<file path="src/rtl/btb_pkg.sv">
// Shared types and sizing for the BTB write-port scheduler.
// Includes the resolved-branch to BTB-entry slicing helper.
package btb_pkg;

    localparam int BTB_SIZE    = 32;
    localparam int IDX_BITS    = 5;
    localparam int TAG_BITS    = 5;
    localparam int TARGET_LEN  = 10;
    localparam int QDEPTH      = 4;
    localparam int QPTR_BITS   = $clog2(QDEPTH);
    localparam int STARVE_LIM  = 8;
    localparam int STARVE_BITS = $clog2(STARVE_LIM);

    localparam logic [IDX_BITS-1:0]    WALK_LAST  = IDX_BITS'(BTB_SIZE - 1);
    localparam logic [QPTR_BITS:0]     QCNT_FULL  = (QPTR_BITS + 1)'(QDEPTH);
    localparam logic [STARVE_BITS-1:0] STARVE_MAX = STARVE_BITS'(STARVE_LIM - 1);

    typedef enum logic {
        FLUSH = 1'b0,
        RUN   = 1'b1
    } sched_state_e;

    typedef struct packed {
        logic [IDX_BITS-1:0]   idx;
        logic [TAG_BITS-1:0]   tag;
        logic [TARGET_LEN-1:0] target;
        logic                  wvalid;
    } btb_upd_t;

    // A not-taken result writes wvalid=0 so the stale entry is dropped.
    function automatic btb_upd_t make_upd(input logic [63:0] pc,
                                          input logic [63:0] target,
                                          input logic        taken);
        btb_upd_t u;
        u.idx    = pc[IDX_BITS-1:0];
        u.tag    = pc[IDX_BITS+TAG_BITS-1:IDX_BITS];
        u.target = target[TARGET_LEN-1:0];
        u.wvalid = taken;
        return u;
    endfunction

endpackage

</file>
<file path="src/rtl/btb_upd_fifo.sv">
// Small in-order queue of pending BTB updates; head is presented combinationally.
// A count register separates full from empty since the pointers wrap mod QDEPTH.
module btb_upd_fifo
    import btb_pkg::*;
(
    input  logic     clk,
    input  logic     reset,
    input  logic     clear,
    input  logic     push,
    input  logic     pop,
    input  btb_upd_t din,
    output btb_upd_t head,
    output logic     full,
    output logic     empty
);

    btb_upd_t               mem [QDEPTH];
    logic [QPTR_BITS-1:0]   wr_ptr;
    logic [QPTR_BITS-1:0]   rd_ptr;
    logic [QPTR_BITS:0]     count;
    logic                   do_push;
    logic                   do_pop;

    assign full    = (count == QCNT_FULL);
    assign empty   = (count == '0);
    assign do_push = push && !full;
    assign do_pop  = pop && !empty;
    assign head    = mem[rd_ptr];

    always_ff @(posedge clk) begin
        if (reset || clear) begin
            wr_ptr <= '0;
            rd_ptr <= '0;
            count  <= '0;
        end else begin
            if (do_push) wr_ptr <= wr_ptr + 1'b1;
            if (do_pop)  rd_ptr <= rd_ptr + 1'b1;
            count <= count + {{QPTR_BITS{1'b0}}, do_push} - {{QPTR_BITS{1'b0}}, do_pop};
        end
    end

    always_ff @(posedge clk) begin
        if (do_push) mem[wr_ptr] <= din;
    end

endmodule

</file>
<file path="src/rtl/btb_update_sched.sv">
// BTB write-port owner: queues resolved branches, arbitrates writes against
// fetch lookups on the single-ported array, and runs the invalidate-all walk.
//
// state | meaning
// FLUSH | walking every index writing valid=0; lookups and enqueues blocked
// RUN   | lookups have priority; queued updates drain in idle slots or on starvation
module btb_update_sched
    import btb_pkg::*;
(
    input  logic                  clk,
    input  logic                  reset,
    input  logic                  flush_req,
    input  logic                  lookup_req,
    output logic                  lookup_grant,
    input  logic                  res_valid,
    input  logic [63:0]           res_pc,
    input  logic [63:0]           res_target,
    input  logic                  res_taken,
    output logic                  res_ready,
    output logic                  btb_we,
    output logic [IDX_BITS-1:0]   btb_widx,
    output logic [TAG_BITS-1:0]   btb_wtag,
    output logic [TARGET_LEN-1:0] btb_wtarget,
    output logic                  btb_wvalid,
    output logic                  busy
);

    sched_state_e           state, state_nxt;
    logic [IDX_BITS-1:0]    walk_idx, walk_idx_nxt;
    logic [STARVE_BITS-1:0] starve_cnt, starve_cnt_nxt;
    btb_upd_t               head;
    btb_upd_t               enq;
    logic                   q_full, q_empty, q_push, q_pop, q_clear;
    logic                   preempt;

    assign enq     = make_upd(res_pc, res_target, res_taken);
    assign preempt = (starve_cnt == STARVE_MAX) && !q_empty;

    btb_upd_fifo u_fifo (
        .clk   (clk),
        .reset (reset),
        .clear (q_clear),
        .push  (q_push),
        .pop   (q_pop),
        .din   (enq),
        .head  (head),
        .full  (q_full),
        .empty (q_empty)
    );

    always_ff @(posedge clk) begin
        if (reset) begin
            state      <= FLUSH;
            walk_idx   <= '0;
            starve_cnt <= '0;
        end else begin
            state      <= state_nxt;
            walk_idx   <= walk_idx_nxt;
            starve_cnt <= starve_cnt_nxt;
        end
    end

    always_comb begin
        state_nxt      = state;
        walk_idx_nxt   = walk_idx;
        starve_cnt_nxt = '0;
        q_push         = 1'b0;
        q_pop          = 1'b0;
        q_clear        = 1'b0;
        lookup_grant   = 1'b0;
        res_ready      = 1'b0;
        busy           = 1'b1;
        btb_we         = 1'b0;
        btb_widx       = '0;
        btb_wtag       = '0;
        btb_wtarget    = '0;
        btb_wvalid     = 1'b0;
        if (!reset) begin
            case (state)
                FLUSH: begin
                    btb_we   = 1'b1;
                    btb_widx = walk_idx;
                    if (flush_req) begin
                        walk_idx_nxt = '0;
                    end else if (walk_idx == WALK_LAST) begin
                        state_nxt    = RUN;
                        walk_idx_nxt = '0;
                    end else begin
                        walk_idx_nxt = walk_idx + 1'b1;
                    end
                end
                RUN: begin
                    busy        = 1'b0;
                    res_ready   = !q_full;
                    btb_widx    = head.idx;
                    btb_wtag    = head.tag;
                    btb_wtarget = head.target;
                    btb_wvalid  = head.wvalid;
                    if (flush_req) begin
                        // Queue is discarded, so no queued entry may reach the array this cycle.
                        lookup_grant = lookup_req;
                        q_clear      = 1'b1;
                        state_nxt    = FLUSH;
                        walk_idx_nxt = '0;
                    end else begin
                        if (preempt) begin
                            btb_we = 1'b1;
                            q_pop  = 1'b1;
                        end else if (lookup_req) begin
                            lookup_grant = 1'b1;
                        end else if (!q_empty) begin
                            btb_we = 1'b1;
                            q_pop  = 1'b1;
                        end
                        if (!preempt && q_full && lookup_req)
                            starve_cnt_nxt = starve_cnt + 1'b1;
                        q_push = res_valid && !q_full;
                    end
                end
                default: state_nxt = FLUSH;
            endcase
        end
    end

endmodule

</file>
<file path="config.mk">
export PLATFORM = sky130hd
export DESIGN_NAME = btb_update_sched
export DESIGN_NICKNAME = d
export VERILOG_FILES = /design/src/rtl/btb_pkg.sv /design/src/rtl/btb_upd_fifo.sv /design/src/rtl/btb_update_sched.sv
export SDC_FILE = /design/constraint.sdc
export NUM_CORES = 1
export LEC_CHECK = 0
export BUFFER_PORTS_ARGS = -buffer_cell sky130_fd_sc_hd__buf_2
export CAP_MARGIN = 20
export CORE_UTILIZATION = 49
export DETAILED_ROUTE_END_ITERATION = 6
export PLACE_DENSITY = 0.8
export SKIP_LAST_GASP = 1
export SYNTH_ARGS = -nofsm -noshare
export SYNTH_HDL_FRONTEND = slang
export SYNTH_SLANG_ARGS = --single-unit
</file>
<file path="constraint.sdc">
create_clock -name clk -period 2.6 [get_ports clk]
set_input_delay 0.13 -clock clk [delete_from_list [all_inputs] [get_ports clk]]
set_output_delay 0.13 -clock clk [all_outputs]
set_load 0.005 [all_outputs]
</file>
==> impl_metrics.yaml <==
hold_path:
  min_path_type: "in -> reg"
  holdPathStages: 3
  hold_path.startpoint: "flush_req"
  holdPathEnd: "u_fifo.wr_ptr[0]"
power_and_ir_drop:
  cellLeakagePower_nw: 1.85
  power_density_mw_per_mm2: 582
  vdd.ir_drop.worst_mv: 0.483
  power.total_w: 0.00292
setup_path:
  worst_setup_path_end_kind: "flip-flop"
  worst_r2r_startpoint: "starve_cnt[0]"
  critical_path_arrival_ns: 2.64
  regToRegEndpoint: "u_fifo.count[2]"
  worstPathRequired_ns: 2.86
  r2r.worst_path.cells: 12
  worst_setup_path_start_kind: "flip-flop"
  critical_path.max_fanout: 3
  reg2reg_setup_slack_ns: 0.22
  criticalPathCategory: "reg -> reg"
synth:
  synth.avg_cell_area_um2: 17.6
  post_synth_main_area_contributors: "sky130_fd_sc_hd__edfxtp_1 61%, sky130_fd_sc_hd__mux4_2 11%, sky130_fd_sc_hd__dfxtp_1 8.7%"
  yosysWarnings: 0
  post-synth-top-area-fraction_pct: 61.0
  synth_async_sr_flop_share_pct: 0
  synth-seq-area-share_pct: 69.8
  synth_edf_count: 84
  net_count_after_synthesis: 380
  synth_seq_cells: 102
  postSynthCellCount: 235
  mappedNetlistArea_mm2: 0.00413
  ys_types: 32
  yosys_most_used_dff: "sky130_fd_sc_hd__edfxtp_1"
  synth.top_cells.by_count: "84 x sky130_fd_sc_hd__edfxtp_1, 24 x sky130_fd_sc_hd__and2_1, 21 x sky130_fd_sc_hd__mux4_2, 18 x sky130_fd_sc_hd__dfxtp_1"
  synth.most_common_cell: "sky130_fd_sc_hd__edfxtp_1"
  synth_top_cell_by_area: "sky130_fd_sc_hd__edfxtp_1"
final_layout:
  finish.net_count: 465
  final_area_mm2: 0.00502
  post_route_cells_drive_above_1_share_pct: 32.4
  area_delta_synth_final_pct: 21.5
  antenna_cells_inserted: 0
  fill_cells: 610
placement:
  final_wtd_congestion: 0.734
  io_buffer_count: 50
  hpwl_mm: 4.73
  placement.setup.worst_slack_ns: 0.0754
  placement.cell_area_mm2: 0.00458
run:
  cap_viol_max_count: 0
floorplanning:
  design.portCount: 159
  die_height_um: 93.8
  placeableCoreArea_mm2: 0.00818
  rows: 33
  initial_utilization_pct: 50.6
  die-width_um: 93.8
  die-area_mm2: 0.00881
timing:
  postLayoutSetupSlackWorst_ns: 0.218
  min_clock_period_post_route_ns: 2.38
  grt_setup_unrepaired: "false"
  report.final.setup_viol: 0
  report.final.hold_viol_count: 0
  final.period_utilization_pct: 91.6
  slew_violations: 0
  max_slew_margin_pct: 66.3
  worst_clock_skew_ns: 0.00699
  final.hold.worst_slack_ns: 0.171
  timing.fmax_mhz: 420
  totalNegativeSetupSlack_ns: 0
  worst-slew-pin-transition_ns: 0.505
global_routing:
  global_route.usage.total_pct: 17.7
  grt.overflow.total: 0
  grt_antenna_before_repair: 0
  grt_start_max_net_pins: 22
  number_of_global_route_vias_before_repair: 2336
  global_route_wire_length_before_repair_mm: 11.2
detailed_routing:
  post_drt_wl_per_cell_um: 16.8
  dr_total_vias: 2243
  drc: 0
  detailedRoute.firstIterationViolations: 111
  finalWirelength_mm: 7.23
  first_pass_iters: 4
  ant_nets: 0
  detail_route.vias_per_cell: 5.23
clocking:
  htree_num_levels: 3
  clock_tree.buffer_depth: 2
  clock-root-buffer: "sky130_fd_sc_hd__clkbuf_8"
  worstSkewPairLatency_ns: 0.36
  clkSlewWorstSetupHoldPaths_ns: 0.09
  cts.sinks: 102
  number_of_clock_buffers_inserted_by_tritoncts: 9
  tritoncts_clock_tree: "yes"
status:
  status: "finished, final reports clean"
[cells in the final DEF, fill, tap and decap left out, types with 2 or more instances in the layout]
master                          synthesis  final
sky130_fd_sc_hd__o21ai_0                2      2
sky130_fd_sc_hd__mux4_2                21     21
sky130_fd_sc_hd__inv_1                  9      9
sky130_fd_sc_hd__nand2_1                4      4
sky130_fd_sc_hd__ha_1                  10     10
sky130_fd_sc_hd__nand4_1                3      3
sky130_fd_sc_hd__a31oi_1                2      2
sky130_fd_sc_hd__nor2b_1                2      2
sky130_fd_sc_hd__edfxtp_1              84     84
sky130_fd_sc_hd__bufinv_16              0      2
sky130_fd_sc_hd__nand3b_1               2      2
sky130_fd_sc_hd__buf_12                 0      2
sky130_fd_sc_hd__mux2i_1               12     12
sky130_fd_sc_hd__dfxtp_1               18     18
sky130_fd_sc_hd__a21oi_1                5      5
sky130_fd_sc_hd__and2_1                24     24
sky130_fd_sc_hd__dlygate4sd3_1          0     21
sky130_fd_sc_hd__inv_8                  0      2
sky130_fd_sc_hd__nor3_1                 2      2
sky130_fd_sc_hd__buf_2                  1     50
sky130_fd_sc_hd__buf_4                  3     10
sky130_fd_sc_hd__nor2_1                12     12
sky130_fd_sc_hd__clkbuf_8               0      9
[state kept, by name, indices dropped and copies added, names as in the netlist, named ones only]
signal / count
u_fifo.wr_ptr: 2
u_fifo.mem: 84
u_fifo.rd_ptr: 2
u_fifo.count: 3
state: 1
starve_cnt: 3
walk_idx: 5
[worst max path at each step]
stage             startpoint               to  slack, ns  depth (start not counted)
2_1_floorplan  starve_cnt[0]  u_fifo.count[2]       0.25                         12
3_3_place_gp   starve_cnt[0]  u_fifo.count[2]       0.14                         12
3_5_place_dp   starve_cnt[0]  u_fifo.count[2]       0.08                         12
4_1_cts        starve_cnt[0]  u_fifo.count[2]       0.06                         12
5_1_grt        starve_cnt[0]  u_fifo.count[2]       0.04                         12
6_report       starve_cnt[0]  u_fifo.count[2]       0.22                         12
[area by class of cell]
cell class | count | area (um2) | share of cell area (%)
Multi-Input combinational cell | 114 | 1170 | 23.4
Clock buffer | 9 | 124 | 2.47
Sequential cell | 102 | 2880 | 57.4
Timing Repair Buffer | 83 | 576 | 11.5
Clock inverter | 6 | 95.1 | 1.89
Tap cell | 105 | 131 | 2.62
Inverter | 10 | 40.0 | 0.797
[cells by family after synthesis]
group	Yosys count	share of synthesized area, %
DFF	102	69.8
and+or+nand+nor	59	8.72
muxes	33	14.4
buffers and inverters	19	2.09
adders and majority gates	11	3.51
AOI/OAI and AO/OA	9	1.15
xor gates and xnor gates	2	0.424
[per-layer routing]
layer / GRT usage (%) / part of all wire [%] / up-vias / wire, um
li1: - / - / 1059 / -
met1: 21.1 / 41 / 1123 / 2970
met2: 30.6 / 53 / 54 / 3850
met3: 5.99 / 5.1 / 7 / 365
met4: 4.74 / 0.65 / 0 / 47
met5: 0 / 0 / - / 0
[worst max-delay path, stage by stage (launching register included)]
cell and delay (ns):
sky130_fd_sc_hd__dfxtp_1 0.33, sky130_fd_sc_hd__ha_1 0.20, sky130_fd_sc_hd__ha_1 0.21, sky130_fd_sc_hd__nand2b_1 0.19, sky130_fd_sc_hd__nand4_1 0.11, sky130_fd_sc_hd__inv_1 0.06
sky130_fd_sc_hd__ha_1 0.27, sky130_fd_sc_hd__inv_1 0.04, sky130_fd_sc_hd__ha_1 0.18, sky130_fd_sc_hd__fa_2 0.37, sky130_fd_sc_hd__xnor2_2 0.14, sky130_fd_sc_hd__xnor2_1 0.14
sky130_fd_sc_hd__nor2b_1 0.06
[what timing repair did]
| action | 4_1_cts | 5_1_grt |
|---|---|---|
| buffers inserted | 0 | 1 |
| gates resized for setup | 0 | 2 |
| endpoints found under the hold margin | 81 | 0 |
| endpoints found under the setup margin | 0 | 1 |
| hold buffers | 21 | 0 |
[power by group]
group | switching [W] | total (W) | internal (W)
Combinational | 0.0000323 | 0.0000729 | 0.0000405
Sequential | 0.00000220 | 0.00177 | 0.00176
Clock | 0.000536 | 0.00108 | 0.000548
Total | 0.000571 | 0.00292 | 0.00235
[metrics by stage]
stage	std cells	util [%]
6_report	429	61.4
3_5_place_dp	392	56.0
3_3_place_gp	392	56.0
5_1_grt	429	61.4
2_1_floorplan	235	-
4_1_cts	428	61.2
Note: power is estimated with default switching activity, not from simulation.
